$ cat config.mk
export PLATFORM = sky130hd
export DESIGN_NAME = bp_be_scoreboard_detector
export DESIGN_NICKNAME = d
export VERILOG_FILES = /design/src/rtl/bp_be_pkg.sv /design/src/rtl/bp_be_scoreboard.sv /design/src/rtl/bp_be_scoreboard_detector.sv
export SDC_FILE = /design/constraint.sdc
export NUM_CORES = 1
export LEC_CHECK = 0
export ABC_CLOCK_PERIOD_IN_PS = 9740
export CAP_MARGIN = 0
export CORE_ASPECT_RATIO = 1.25
export CORE_MARGIN = 2
export CORE_UTILIZATION = 50
export DETAILED_ROUTE_END_ITERATION = 10
export MAX_ROUTING_LAYER = met4
export PLACE_DENSITY = 0.75
export SKIP_LAST_GASP = 1
export SLEW_MARGIN = 40
export SYNTH_ARGS = -nofsm -noshare
export SYNTH_HDL_FRONTEND = slang
export SYNTH_HIERARCHICAL = 1
export SYNTH_SLANG_ARGS = --single-unit
$ cat constraint.sdc
create_clock -name clk_i -period 9.74 [get_ports clk_i]
set_clock_uncertainty 0.1 [all_clocks]
set_input_delay 0.974 -clock clk_i [delete_from_list [all_inputs] [get_ports clk_i]]
set_output_delay 0.974 -clock clk_i [all_outputs]
set_load 0.1 [all_outputs]
$ cat src/rtl/bp_be_pkg.sv
// Shared backend types for the hazard detector.
// Shadow-pipe entry layout and serial FSM states.
package bp_be_pkg;

  localparam int det_addr_max_gp  = 8;
  localparam int det_stage_max_gp = 8;

  typedef logic [det_addr_max_gp-1:0]  det_addr_t;
  typedef logic [det_stage_max_gp-1:0] det_stage_t;

  typedef struct packed {
    logic       v;
    logic       rd_v;
    logic       fp;
    det_addr_t  addr;
    det_stage_t fwd_stage;
  } bp_be_shadow_entry_s;

  typedef enum logic {
    e_det_idle  = 1'b0,
    e_det_drain = 1'b1
  } bp_be_det_state_e;

  // Integer x0 is hardwired and never creates a dependency.
  function automatic logic is_int_x0(
    input logic      fp,
    input det_addr_t addr
  );
    return !fp && (addr == '0);
  endfunction

endpackage

$ cat src/rtl/bp_be_scoreboard.sv
// Busy-bit scoreboard for one register file.
// Tracks destinations of long-latency ops until writeback.
module bp_be_scoreboard #(
  parameter  int reg_addr_width_p = 5,
  localparam int entries_lp = 1 << reg_addr_width_p
) (
  input  logic                        clk_i,
  input  logic                        reset_i,
  input  logic                        set_v_i,
  input  logic [reg_addr_width_p-1:0] set_addr_i,
  input  logic                        clr_v_i,
  input  logic [reg_addr_width_p-1:0] clr_addr_i,
  output logic [entries_lp-1:0]       busy_o
);

  logic [entries_lp-1:0] busy_r;
  logic [entries_lp-1:0] set_mask;
  logic [entries_lp-1:0] clr_mask;

  // One-hot decode of the set and clear requests.
  always_comb begin
    set_mask = '0;
    clr_mask = '0;
    set_mask[set_addr_i] = set_v_i;
    clr_mask[clr_addr_i] = clr_v_i;
  end

  // Set is applied after clear so a same-cycle set wins.
  always_ff @(posedge clk_i or negedge reset_i) begin
    if (!reset_i) begin
      busy_r <= '0;
    end else begin
      busy_r <= (busy_r & ~clr_mask) | set_mask;
    end
  end

  assign busy_o = busy_r;

endmodule

$ cat src/rtl/bp_be_scoreboard_detector.sv
// Backend hazard detector: shadow pipe, scoreboards,
// serialise/drain FSM and saturating stall counters.
module bp_be_scoreboard_detector
  import bp_be_pkg::*;
#(
  parameter  int pipe_depth_p     = 5,
  parameter  int num_src_p        = 3,
  parameter  int reg_addr_width_p = 5,
  parameter  int cnt_width_p      = 32,
  localparam int stage_width_p    = $clog2(pipe_depth_p+1),
  localparam int entries_lp       = 1 << reg_addr_width_p
) (
  input  logic                          clk_i,
  input  logic                          reset_i,
  input  logic                          isd_v_i,
  input  logic [num_src_p-1:0]          isd_src_v_i,
  input  logic [num_src_p-1:0]          isd_src_fp_i,
  input  logic [num_src_p*reg_addr_width_p-1:0]
                                        isd_src_addr_i,
  input  logic                          isd_rd_v_i,
  input  logic                          isd_rd_fp_i,
  input  logic [reg_addr_width_p-1:0]   isd_rd_addr_i,
  input  logic [stage_width_p-1:0]      isd_fwd_stage_i,
  input  logic                          isd_long_i,
  input  logic                          isd_mem_i,
  input  logic                          isd_fence_i,
  input  logic                          isd_serial_i,
  input  logic                          flush_i,
  input  logic                          late_wb_v_i,
  input  logic                          late_wb_fp_i,
  input  logic [reg_addr_width_p-1:0]   late_wb_addr_i,
  input  logic                          credits_full_i,
  input  logic                          credits_empty_i,
  input  logic                          mmu_cmd_ready_i,
  input  logic                          fe_cmd_ready_i,
  output logic                          chk_dispatch_v_o,
  output logic                          idle_o,
  output logic [cnt_width_p-1:0]        data_stall_cnt_o,
  output logic [cnt_width_p-1:0]        ctrl_stall_cnt_o,
  output logic [cnt_width_p-1:0]        struct_stall_cnt_o
);

  bp_be_shadow_entry_s shadow_r [pipe_depth_p];
  bp_be_shadow_entry_s issue_entry;
  bp_be_det_state_e    state_r;

  logic [entries_lp-1:0] int_busy;
  logic [entries_lp-1:0] fp_busy;
  logic [num_src_p-1:0]  src_haz;

  logic dispatch;
  logic any_v;
  logic sb_empty;
  logic drain;
  logic drain_done;
  logic waw_haz;
  logic data_haz;
  logic ctrl_haz;
  logic struct_haz;

  logic [cnt_width_p-1:0] data_cnt_r;
  logic [cnt_width_p-1:0] ctrl_cnt_r;
  logic [cnt_width_p-1:0] struct_cnt_r;

  localparam logic [cnt_width_p-1:0] cnt_one_lp = cnt_width_p'(1);

  assign dispatch = isd_v_i & chk_dispatch_v_o & ~flush_i;

  // Entry captured into EX1; long ops hand their rd to the scoreboard.
  always_comb begin
    issue_entry           = '0;
    issue_entry.v         = dispatch;
    issue_entry.rd_v      = isd_rd_v_i & ~isd_long_i;
    issue_entry.fp        = isd_rd_fp_i;
    issue_entry.addr      = det_addr_t'(isd_rd_addr_i);
    issue_entry.fwd_stage = det_stage_t'(isd_fwd_stage_i);
  end

  // Shadow pipe advances every cycle; flush kills every stage.
  always_ff @(posedge clk_i or negedge reset_i) begin
    if (!reset_i) begin
      for (int i = 0; i < pipe_depth_p; i++) begin
        shadow_r[i] <= '0;
      end
    end else begin
      shadow_r[0] <= issue_entry;
      for (int i = 1; i < pipe_depth_p; i++) begin
        shadow_r[i] <= shadow_r[i-1];
      end
      if (flush_i) begin
        for (int i = 0; i < pipe_depth_p; i++) begin
          shadow_r[i].v <= 1'b0;
        end
      end
    end
  end

  // Any live instruction still in the shadow pipe.
  always_comb begin
    any_v = 1'b0;
    for (int i = 0; i < pipe_depth_p; i++) begin
      any_v = any_v | shadow_r[i].v;
    end
  end

  bp_be_scoreboard #(
    .reg_addr_width_p(reg_addr_width_p)
  ) int_sb (
    .clk_i     (clk_i),
    .reset_i   (reset_i),
    .set_v_i   (dispatch & isd_long_i & isd_rd_v_i
                & ~isd_rd_fp_i & (isd_rd_addr_i != '0)),
    .set_addr_i(isd_rd_addr_i),
    .clr_v_i   (late_wb_v_i & ~late_wb_fp_i),
    .clr_addr_i(late_wb_addr_i),
    .busy_o    (int_busy)
  );

  bp_be_scoreboard #(
    .reg_addr_width_p(reg_addr_width_p)
  ) fp_sb (
    .clk_i     (clk_i),
    .reset_i   (reset_i),
    .set_v_i   (dispatch & isd_long_i & isd_rd_v_i
                & isd_rd_fp_i),
    .set_addr_i(isd_rd_addr_i),
    .clr_v_i   (late_wb_v_i & late_wb_fp_i),
    .clr_addr_i(late_wb_addr_i),
    .busy_o    (fp_busy)
  );

  assign sb_empty = ~|int_busy & ~|fp_busy;

  for (genvar s = 0; s < num_src_p; s++) begin : g_src
    logic [reg_addr_width_p-1:0] addr;
    logic                        fp;
    logic                        pipe_hit;
    logic                        sb_hit;

    assign addr =
      isd_src_addr_i[s*reg_addr_width_p +: reg_addr_width_p];
    assign fp = isd_src_fp_i[s];

    // Producer in flight whose result is not ready next cycle.
    always_comb begin
      pipe_hit = 1'b0;
      for (int i = 0; i < pipe_depth_p; i++) begin
        if (shadow_r[i].v && shadow_r[i].rd_v
            && (shadow_r[i].fp == fp)
            && (shadow_r[i].addr == det_addr_t'(addr))
            && ((i + 1) < int'(shadow_r[i].fwd_stage))) begin
          pipe_hit = 1'b1;
        end
      end
    end

    // Registered busy bit: a same-cycle writeback is not bypassed.
    assign sb_hit = fp ? fp_busy[addr] : int_busy[addr];

    assign src_haz[s] = isd_src_v_i[s]
      & ~is_int_x0(fp, det_addr_t'(addr))
      & (pipe_hit | sb_hit);
  end

  assign waw_haz = isd_rd_v_i
    & (isd_rd_fp_i ? fp_busy[isd_rd_addr_i]
                   : int_busy[isd_rd_addr_i]);

  assign data_haz   = |src_haz | waw_haz;
  assign drain      = (state_r == e_det_drain);
  assign drain_done = ~any_v & sb_empty & credits_empty_i;

  assign ctrl_haz = drain
    | (isd_fence_i & (~credits_empty_i | any_v))
    | (isd_mem_i & credits_full_i);

  assign struct_haz = ~fe_cmd_ready_i
    | (isd_mem_i & ~mmu_cmd_ready_i);

  assign chk_dispatch_v_o = ~(data_haz | ctrl_haz | struct_haz);
  assign idle_o           = ~any_v & sb_empty & ~drain;

  // Serialising ops hold issue until the backend is fully quiet.
  always_ff @(posedge clk_i or negedge reset_i) begin
    if (!reset_i) begin
      state_r <= e_det_idle;
    end else begin
      unique case (state_r)
        e_det_idle: begin
          if (dispatch & (isd_serial_i | isd_fence_i)) begin
            state_r <= e_det_drain;
          end
        end
        e_det_drain: begin
          if (drain_done) begin
            state_r <= e_det_idle;
          end
        end
        default: state_r <= e_det_idle;
      endcase
    end
  end

  // Saturating stall-cycle counters, one per hazard class.
  always_ff @(posedge clk_i or negedge reset_i) begin
    if (!reset_i) begin
      data_cnt_r   <= '0;
      ctrl_cnt_r   <= '0;
      struct_cnt_r <= '0;
    end else begin
      if (isd_v_i && data_haz && (data_cnt_r != '1)) begin
        data_cnt_r <= data_cnt_r + cnt_one_lp;
      end
      if (isd_v_i && ctrl_haz && (ctrl_cnt_r != '1)) begin
        ctrl_cnt_r <= ctrl_cnt_r + cnt_one_lp;
      end
      if (isd_v_i && struct_haz
          && (struct_cnt_r != '1)) begin
        struct_cnt_r <= struct_cnt_r + cnt_one_lp;
      end
    end
  end

  assign data_stall_cnt_o   = data_cnt_r;
  assign ctrl_stall_cnt_o   = ctrl_cnt_r;
  assign struct_stall_cnt_o = struct_cnt_r;

endmodule

==> results of run 1 <==
[power breakdown]
group	switching [mW]	total [mW]	leakage, nW	internal (mW)
clock	0.368	0.891	0.384	0.523
sequential	0.0688	1.01	2.85	0.940
combinational	0.410	0.535	2.95	0.125
total	0.846	2.43	6.18	1.59
[registers in the layout (all words and copies together) (netlist names)]
signal and flops:
shadow_r 54, ctrl_stall_cnt_o 32, data_stall_cnt_o 32, fp_sb/busy_o 32, int_sb/busy_o 32, struct_stall_cnt_o 32
drain 1
[logic make-up after synthesis]
group / count (synthesis)
buffers and inverters: 59
adders and majority gates: 3
and+or+nand+nor: 377
muxes: 85
xor gates and xnor gates: 183
DFF: 215
AOI/OAI and AO/OA: 188
[worst max-delay path, cell delays in order]
cell,delay (ns)
clkdlybuf4s50_1,1.04
inv_1,0.23
nand2_1,0.12
a21boi_0,0.09
or4_1,0.53
o41ai_1,0.34
o2111ai_1,0.25
nor4_4,0.32
buf_4,0.38
and4_1,0.34
buf_2,0.47
[cell type report]
class                      count  share of cell area [%]
clock inverter                10                   0.921
timing repair buffer         160                    7.64
multi-input combinational    836                    45.5
tap                          292                    2.61
inverter                      12                   0.322
sequential                   215                    38.5
clock buffer                  30                    4.59
[cell usage after synthesis (21+ instances only)]
library cell and instances:
o21ai_1 68, xnor2_1 96, dfrtp_1 215, mux2i_1 24, o21ai_0 61, nor3_1 32
mux4_2 51, nor4_1 34, nor2_1 41, nand2_1 66, nand3b_1 21, and3_1 22
nand3_1 63, nand4_1 40, xor2_1 87
[per-layer routing]
layer  share of wire, %  vias to the layer above  wire length (µm)
li1                   -                     4401                 -
met1                 40                     4888             13400
met2                 48                      489             16200
met3                6.7                      133              2250
met4                4.9                        0              1650
met5                  0                        -                 0
[stage by stage]
step	setup WS [ns]	utilization, %
floorplan	4.59	-
global placement	2.71	57.9
CTS	3.61	59.1
global route	3.33	59.2
finish	3.54	59.2
detailed placement	3.62	55.9
[worst max path at each step]
stage                                       end  slack [ns]  cells after the start         startpoint
global route                   chk_dispatch_v_o        3.33                     11  isd_src_addr_i[1]
detailed placement             chk_dispatch_v_o        3.62                     11  isd_src_addr_i[0]
CTS                            chk_dispatch_v_o        3.61                     11  isd_src_addr_i[0]
floorplan           int_sb/busy_o[16]$_DFF_PN0_        4.59                     13  isd_src_addr_i[0]
global placement               chk_dispatch_v_o        2.71                     11  isd_src_addr_i[2]
finish                         chk_dispatch_v_o        3.54                     11  isd_src_addr_i[1]
==> results.json, run 1 <==
{
  "grtUsageMet3_pct": 3.35,
  "ir_worst_vdd_v": 0.000318,
  "drtIter0Drc": 915,
  "grt_max_degree": 78,
  "io_pins": 148,
  "route.detailed.drc": 0,
  "numCtsBuffers": 23,
  "die_w_um": 142,
  "hold_class": "register to register",
  "nets": 1301,
  "synth_cells": 1110,
  "dr.pass1.iters": 5,
  "cap_violations": 0,
  "clk_pin_slew_ns": 0.06,
  "fp-row-count": 63,
  "antenna_cells": 0,
  "synthXorXnorAreaFrac_pct": 13.4,
  "final.period_utilization_pct": 63.6,
  "num_vias": 9911,
  "routed_via_density": 6.37,
  "tightest_slew_ns": 0.872,
  "max_freq_mhz": 161,
  "die_h_um": 177,
  "synthesis.nets": 1163,
  "whs_ns": 0.247,
  "r2r_cells": 12,
  "status": "completed",
  "antenna_found_initial": 0,
  "synthMuxAreaShare_pct": 12.5,
  "grt_pass1_wl_um": 54000,
  "finalPower_mw": 2.43,
  "crit_arrival_ns": 5.12,
  "n_fill_cell": 2006,
  "yosysTopAreaCellShare_pct": 44.9,
  "cts_tree": "yes",
  "ys_warn_count": 6,
  "postCtsSetupBuffers": 0,
  "insertion_delay_ns": 0.53,
  "dp_cells": 1515,
  "avgSynthCellArea_um2": 10.8,
  "post_dp_cell_area_mm2": 0.0132,
  "cts-htree-levels": 1,
  "hold_end": "shadow_r[19]$_DFF_PN0_",
  "root_buffer": "clkbuf_16",
  "r2r_setup_slack_ns": 5.14,
  "ys_ff_latch": 215,
  "synth_top_family_by_area": "simple AND/OR/NAND/NOR gates",
  "grt_pass1_vias": 9886,
  "dieArea_mm2": 0.0252,
  "hold_start": "shadow_r[38]$_DFF_PN0_",
  "gp_congestion": 0.928,
  "grt_use_met2_pct": 43.1,
  "synthAdderAreaFrac_pct": 0.313,
  "critPathRequiredTime_ns": 8.67,
  "routedWlPerCell_um": 21.6,
  "setup_viol": 0,
  "hpwl_um": 23400,
  "wl_um": 33500,
  "hold_violations": 0,
  "finalInstanceArea_mm2": 0.0140,
  "seq_area_mm2": 0.00538,
  "layout-drive-gt1-share_pct": 17.5,
  "multiInputGateArea_mm2": 0.00636,
  "layout_common_cells": "215 x dfrtp_1, 102 x buf_2, 96 x xnor2_1",
  "p_per_area_mw_per_mm2": 174,
  "holdPathStages": 0,
  "synthSimpleGateAreaFrac_pct": 17.3,
  "met1_usage_pct": 37.0,
  "postSynth.asyncResetShare_pct": 100,
  "slew_violations": 0,
  "ctsHoldBuffers": 0,
  "crit_type": "input port to primary output",
  "p_leak_nw": 6.18,
  "yosysSeqAreaShare_pct": 44.9,
  "gr-total-overflow": 0,
  "area_delta_synth_final_pct": 16.8,
  "synth-main-ff-cell": "dfrtp_1",
  "period_needed_ns": 6.20,
  "slew_headroom_pct": 41.7,
  "fin_cells": 1555,
  "ys_types": 57,
  "syn_area_mm2": 0.0120,
  "netlist.top_cell.by_area": "dfrtp_1",
  "antenna_left": 0,
  "r2r-end": "int_sb/busy_o[28]$_DFF_PN0_",
  "cts_buffer_depth": 3,
  "cp-start-kind": "input port",
  "cp-end-kind": "primary output",
  "core_area_mm2": 0.0236,
  "final_common_cell": "dfrtp_1",
  "cts_resized": 0,
  "synth_area_leaders": "dfrtp_1 45%, mux4_2 9.6%, xnor2_1 7.0%",
  "synth_compound_area_share_pct": 9.36,
  "rsz0062_at_grt": "no",
  "numPortBuffers": 147,
  "busiest_layer": "met2",
  "critPathMaxFanout": 32,
  "synth_edf_count": 0,
  "cts_num_sinks": 215,
  "fin_tns_setup_ns": 0,
  "track_usage_pct": 27.8,
  "initial_core_util_pct": 50.6,
  "r2r_start": "int_sb/busy_o[7]$_DFF_PN0_"
}
Power figures use the tool's default switching activity.
==> run 2: changes to the inputs <==
--- a/config.mk
+++ b/config.mk
@@ -5,7 +5,7 @@
 export SDC_FILE = /design/constraint.sdc
 export NUM_CORES = 1
 export LEC_CHECK = 0
-export ABC_CLOCK_PERIOD_IN_PS = 9740
+export ABC_CLOCK_PERIOD_IN_PS = 5900
 export CAP_MARGIN = 0
 export CORE_ASPECT_RATIO = 1.25
 export CORE_MARGIN = 2
==> constraint.sdc (replaced) <==
create_clock -name clk_i -period 5.9 [get_ports clk_i]
set_clock_uncertainty 0.1 [all_clocks]
set_input_delay 0.59 -clock clk_i [delete_from_list [all_inputs] [get_ports clk_i]]
set_output_delay 0.59 -clock clk_i [all_outputs]
set_load 0.1 [all_outputs]
==> run 2 against run 1 <==
Net effect:
- non-clock buffer count rose by 11
- hold slack got worse by 0.00059 ns
- setup slack got worse by 2.5 ns
- highest routed layer unchanged
- utilization rose by 0.71 points
- sequential power rose by 65%
- largest power group unchanged
- sequential cell count did not move
- first-iteration DRC count fell by 3.4%
- die area did not move
- critical path type unchanged
- critical endpoint unchanged
- critical path depth fell by 2
- clock-buffer cell count rose by 3
==> results.json, run 2 (synthesis results as in run 1) <==
{
  "status": "completed",
  "cts_tree": "yes",
  "antenna_cells": 0,
  "holdPathStages": 0,
  "area_delta_synth_final_pct": 18.2,
  "hold_violations": 0,
  "io_pins": 148,
  "hold_start": "shadow_r[38]$_DFF_PN0_",
  "r2r_cells": 11,
  "critPathMaxFanout": 18,
  "antenna_found_initial": 0,
  "regMostFlops": "shadow_r",
  "hpwl_um": 24300,
  "cap_violations": 0,
  "core_area_mm2": 0.0236,
  "route.detailed.drc": 0,
  "dr.pass1.iters": 7,
  "rsz0062_at_grt": "no",
  "cts_num_sinks": 215,
  "r2r_start": "int_sb/busy_o[7]$_DFF_PN0_",
  "gp_congestion": 0.974,
  "cts_resized": 0,
  "cts-htree-levels": 1,
  "track_usage_pct": 28.9,
  "antenna_left": 0,
  "cp_num_buf_inv": 2,
  "gr-total-overflow": 0,
  "die_w_um": 142,
  "crit_arrival_ns": 4.20,
  "layout-drive-gt1-share_pct": 17.9,
  "drtIter0Drc": 884,
  "max_freq_mhz": 205,
  "tightest_slew_ns": 0.838,
  "setup_viol": 0,
  "cp_cell_sequence": "clkdlybuf4s50_1, mux4_2, a2111oi_0, a21oi_1, o41ai_1, o2111ai_1, nor4_4, and4_1, buf_12",
  "num_vias": 10100,
  "routed_via_density": 6.41,
  "n_fill_cell": 1998,
  "cpPeakStageDelay_ns": 1.02,
  "grt_pass1_vias": 10200,
  "hold_end": "shadow_r[19]$_DFF_PN0_",
  "layout_common_cells": "215 x dfrtp_1, 99 x buf_2, 96 x xnor2_1",
  "grt_max_degree": 95,
  "r2r-end": "int_sb/busy_o[28]$_DFF_PN0_",
  "dieArea_mm2": 0.0252,
  "postCtsSetupBuffers": 0,
  "p_leak_nw": 6.25,
  "p_per_area_mw_per_mm2": 290,
  "fin_tns_setup_ns": 0,
  "ir_worst_vdd_v": 0.000276,
  "slew_violations": 0,
  "nets": 1313,
  "cts_buffer_depth": 3,
  "root_buffer": "clkbuf_16",
  "r2r_setup_slack_ns": 1.63,
  "crit_type": "input port to primary output",
  "cp-start-kind": "input port",
  "crit_path_top_delay_cell": "clkdlybuf4s50_1",
  "clk_pin_slew_ns": 0.06,
  "critPathRequiredTime_ns": 5.21,
  "whs_ns": 0.247,
  "initial_core_util_pct": 50.6,
  "period_needed_ns": 4.89,
  "numCtsBuffers": 24,
  "routedWlPerCell_um": 22.0,
  "wl_um": 34500,
  "hold_class": "register to register",
  "die_h_um": 177,
  "final_common_cell": "dfrtp_1",
  "cp-end-kind": "primary output",
  "slew_headroom_pct": 44.0,
  "insertion_delay_ns": 0.53,
  "crit_family": "buffers and inverters",
  "grt_pass1_wl_um": 55800,
  "fp-row-count": 63,
  "final.period_utilization_pct": 82.8,
  "largest_reg_flops": 54,
  "numPortBuffers": 147
}
## run 2: cell types whose count changed in the layout (fill, tap and decap cells not counted), moves of 2 or more
cell	delta
clkbuf_1	+2
clkdlybuf4s50_1	+3
buf_2	-3
buf_4	+8
## run 2: worst reg2reg max path: cells and delay by family, from the launching register on
kind / cells / cell delay (ns)
DFF: 1 / 0.46
and+or+nand+nor: 6 / 2.22
muxes: 1 / 0.51
AOI/OAI and AO/OA: 4 / 0.90
## run 2: final cells by class
class                           count  area (µm²)  share of cell area [%]
Multi-Input combinational cell    836        6350                    44.8
Sequential cell                   215        5380                    38.0
Timing Repair Buffer              171        1200                    8.48
Clock buffer                       33         674                    4.76
Tap cell                          292         365                    2.58
Clock inverter                     10         144                    1.02
Inverter                           12        45.0                   0.318
## run 2: metal layers
| layer | GRT usage (%) | vias up | part of all wire, % | routed length (µm) |
|---|---|---|---|---|
| li1 | - | 4436 | - | - |
| met1 | 36.3 | 4946 | 38 | 13200 |
| met2 | 45.5 | 542 | 48 | 16700 |
| met3 | 4.00 | 135 | 7.7 | 2660 |
| met4 | 15.7 | 0 | 5.7 | 1950 |
| met5 | - | - | 0 | 0 |
## run 2: report_power, final
part	switching, mW	leakage (nW)	internal [mW]	total, mW
Clock	0.603	0.404	0.932	1.53
Sequential	0.114	2.85	1.55	1.67
Combinational	0.688	3.00	0.215	0.903
## run 2: through the flow
stage                     power (mW)  utilization (%)  area [µm²]  setup WS [ns]  std cells
after floorplan                 2.34                -       12000           1.14       1110
after global placement          2.63             58.3       13800          0.935       1524
after detailed placement        2.59             56.2       13300          0.847       1524
after CTS                       4.12             59.7       14100           1.05       1567
after global routing            4.25             59.9       14200          0.792       1569
final                           4.10             59.9       14200           1.01       1569
## run 2: worst max path at each step
stage / slack [ns] / from / to / cells after the start
after global placement: 0.93 / isd_src_addr_i[1] / int_sb/busy_o[16]$_DFF_PN0_ / 11
after detailed placement: 0.85 / isd_src_addr_i[1] / int_sb/busy_o[4]$_DFF_PN0_ / 11
after global routing: 0.79 / isd_src_addr_i[1] / chk_dispatch_v_o / 9
after CTS: 1.05 / isd_src_addr_i[1] / chk_dispatch_v_o / 9
final: 1.01 / isd_src_addr_i[1] / chk_dispatch_v_o / 9
after floorplan: 1.14 / isd_src_addr_i[0] / int_sb/busy_o[16]$_DFF_PN0_ / 13
## run 2: what timing repair did
item                                    in CTS  in global routing
endpoints found under the setup margin       0                  0
hold buffers                                 0                  1
endpoints found under the hold margin        0                 15
==> run 3: changes to the inputs <==
--- a/config.mk
+++ b/config.mk
@@ -5,14 +5,14 @@
 export SDC_FILE = /design/constraint.sdc
 export NUM_CORES = 1
 export LEC_CHECK = 0
-export ABC_CLOCK_PERIOD_IN_PS = 5900
+export ABC_CLOCK_PERIOD_IN_PS = 4450
 export CAP_MARGIN = 0
 export CORE_ASPECT_RATIO = 1.25
 export CORE_MARGIN = 2
 export CORE_UTILIZATION = 50
 export DETAILED_ROUTE_END_ITERATION = 10
 export MAX_ROUTING_LAYER = met4
-export PLACE_DENSITY = 0.75
+export PLACE_DENSITY = 0.78
 export SKIP_LAST_GASP = 1
 export SLEW_MARGIN = 40
 export SYNTH_ARGS = -nofsm -noshare
==> constraint.sdc (replaced) <==
create_clock -name clk_i -period 4.45 [get_ports clk_i]
set_clock_uncertainty 0.1 [all_clocks]
set_input_delay 0.445 -clock clk_i [delete_from_list [all_inputs] [get_ports clk_i]]
set_output_delay 0.445 -clock clk_i [all_outputs]
set_load 0.1 [all_outputs]
==> run 3 against run 2 <==
Net effect:
- power up 31%
- setup slack worse by 0.90 ns
- hold slack better by 0.00078 ns
- critical path depth up 1
- sequential power up 32%
- die area unchanged
- first-iteration DRC count up 29%
- sequential cell count unchanged
==> results.json, run 3 (synthesis results as in run 1) <==
{
  "route.detailed.drc": 0,
  "core_area_mm2": 0.0236,
  "crit_family": "simple AND/OR/NAND/NOR gates",
  "gr-total-overflow": 0,
  "cts-htree-levels": 1,
  "cp_num_buf_inv": 2,
  "numPortBuffers": 147,
  "die_h_um": 177,
  "seq_area_mm2": 0.00538,
  "dr.pass1.iters": 5,
  "cap_violations": 0,
  "hpwl_um": 24700,
  "routedWlPerCell_um": 22.2,
  "antenna_cells": 0,
  "io_pins": 148,
  "clk_pin_slew_ns": 0.06,
  "insertion_delay_ns": 0.53,
  "initial_core_util_pct": 50.6,
  "slew_headroom_pct": 52.8,
  "drtIter0Drc": 1139,
  "holdPathStages": 0,
  "dieArea_mm2": 0.0252,
  "max_freq_mhz": 230,
  "num_vias": 10200,
  "cts_num_sinks": 215,
  "crit_arrival_ns": 3.79,
  "layout-drive-gt1-share_pct": 18.0,
  "gp_congestion": 0.991,
  "whs_ns": 0.248,
  "antenna_left": 0,
  "root_buffer": "clkbuf_16",
  "cp-end-kind": "primary output",
  "setup_viol": 0,
  "wl_um": 34800,
  "numCtsBuffers": 24,
  "layout_common_cells": "215 x dfrtp_1, 97 x buf_2, 96 x xnor2_1",
  "die_w_um": 142,
  "track_usage_pct": 28.7,
  "tightest_slew_ns": 0.707,
  "cp_cell_sequence": "mux4_2, nand2_1, a21boi_0, or4_1, o41ai_2, o2111ai_1, nor4_4, and4_2, buf_4, buf_12",
  "cp-start-kind": "register",
  "cts_buffer_depth": 3,
  "dp_cells": 1532,
  "postCtsSetupBuffers": 0,
  "regMostFlops": "shadow_r",
  "period_needed_ns": 4.34,
  "dpl_worst_slack_ns": -0.0199,
  "antenna_found_initial": 0,
  "p_per_area_mw_per_mm2": 377,
  "area_delta_synth_final_pct": 19.0,
  "routed_via_density": 6.48,
  "rsz0062_at_grt": "no",
  "p_leak_nw": 6.29,
  "worst_slack_ns": 0.110,
  "status": "completed",
  "slew_violations": 0,
  "fin_cells": 1572,
  "largest_reg_flops": 54,
  "crit_type": "register to primary output",
  "nets": 1320,
  "critPathMaxFanout": 6,
  "crit_path_top_delay_cell": "or4_1",
  "cpPeakStageDelay_ns": 0.54,
  "fp-row-count": 63,
  "r2r_cells": 11,
  "cts_tree": "yes",
  "n_fill_cell": 1913,
  "final.period_utilization_pct": 97.5,
  "hold_class": "register to register",
  "cp.depth": 10,
  "grt_pass1_wl_um": 55400,
  "final_common_cell": "dfrtp_1",
  "grt_pass1_vias": 9929,
  "ir_worst_vdd_v": 0.000773,
  "critPathRequiredTime_ns": 3.90,
  "multiInputGateArea_mm2": 0.00637,
  "grt_max_degree": 100,
  "hold_violations": 0
}
[run 3: changes by cell type in the layout (fill, tap and decap cells not counted), moves of 2 or more]
cell,change
buf_6,-2
clkinv_2,-2
buf_12,+6
buf_2,-2
clkbuf_8,-4
clkbuf_1,+2
buf_4,+4
[run 3: path summary, 6_finish.rpt]
kind	startpoint	end	slack, ns
max in group asynchronous	reset_i	shadow_r[58]$_DFF_PN0_	2.68
worst min register to register	shadow_r[38]$_DFF_PN0_	shadow_r[19]$_DFF_PN0_	0.25
worst max register to register	int_sb/busy_o[4]$_DFF_PN0_	int_sb/busy_o[8]$_DFF_PN0_	0.42
worst min-delay path	shadow_r[38]$_DFF_PN0_	shadow_r[19]$_DFF_PN0_	0.25
worst max-delay path	int_sb/busy_o[4]$_DFF_PN0_	chk_dispatch_v_o	0.11
min in group asynchronous	reset_i	int_sb/busy_o[27]$_DFF_PN0_	0.30
[run 3: power by group]
group,total [mW],internal [mW],leakage [nW],switching (mW)
Combinational,1.21,0.300,3.08,0.909
Sequential,2.21,2.06,2.85,0.154
Clock,1.95,1.16,0.369,0.789
[run 3: what timing repair did]
| item | 4_1_cts | 5_1_grt |
|---|---|---|
| hold buffers | 1 | 0 |
| gates resized for setup | 0 | 1 |
| endpoints found under the hold margin | 43 | 0 |
| endpoints found under the setup margin | 0 | 1 |
[run 3: cell type report]
type,instances,area share (%)
multi-input cells,836,44.7
flip-flops and latches,215,37.8
repair buffers,178,9.33
clock buffers,31,4.40
well taps,292,2.56
clock inverters,8,0.940
inverters,12,0.316
[run 3: worst register-to-register path, delay by kind of cell, from the launching register on]
family          cells  cell delay, ns
compound gates      4            0.85
flops               1            0.48
simple gates        6            2.03
mux                 1            0.50
[run 3: metal layers]
| layer | track usage [%] | wire length [µm] |
|---|---|---|
| met1 | 36.7 | 13400 |
| met2 | 45.1 | 16700 |
| met3 | 4.00 | 2760 |
| met4 | 14.2 | 1990 |
| met5 | - | 0 |
[run 3: metrics by stage]
stage / power (mW) / util [%] / area, µm² / TNS [ns]
global placement: 3.50 / 58.8 / 13900 / 0
finish: 5.37 / 60.3 / 14200 / 0
global route: 5.56 / 60.3 / 14200 / 0
detailed placement: 3.45 / 56.9 / 13500 / -0.0878
floorplan: 3.10 / - / 12000 / 0
CTS: 5.40 / 60.2 / 14200 / 0
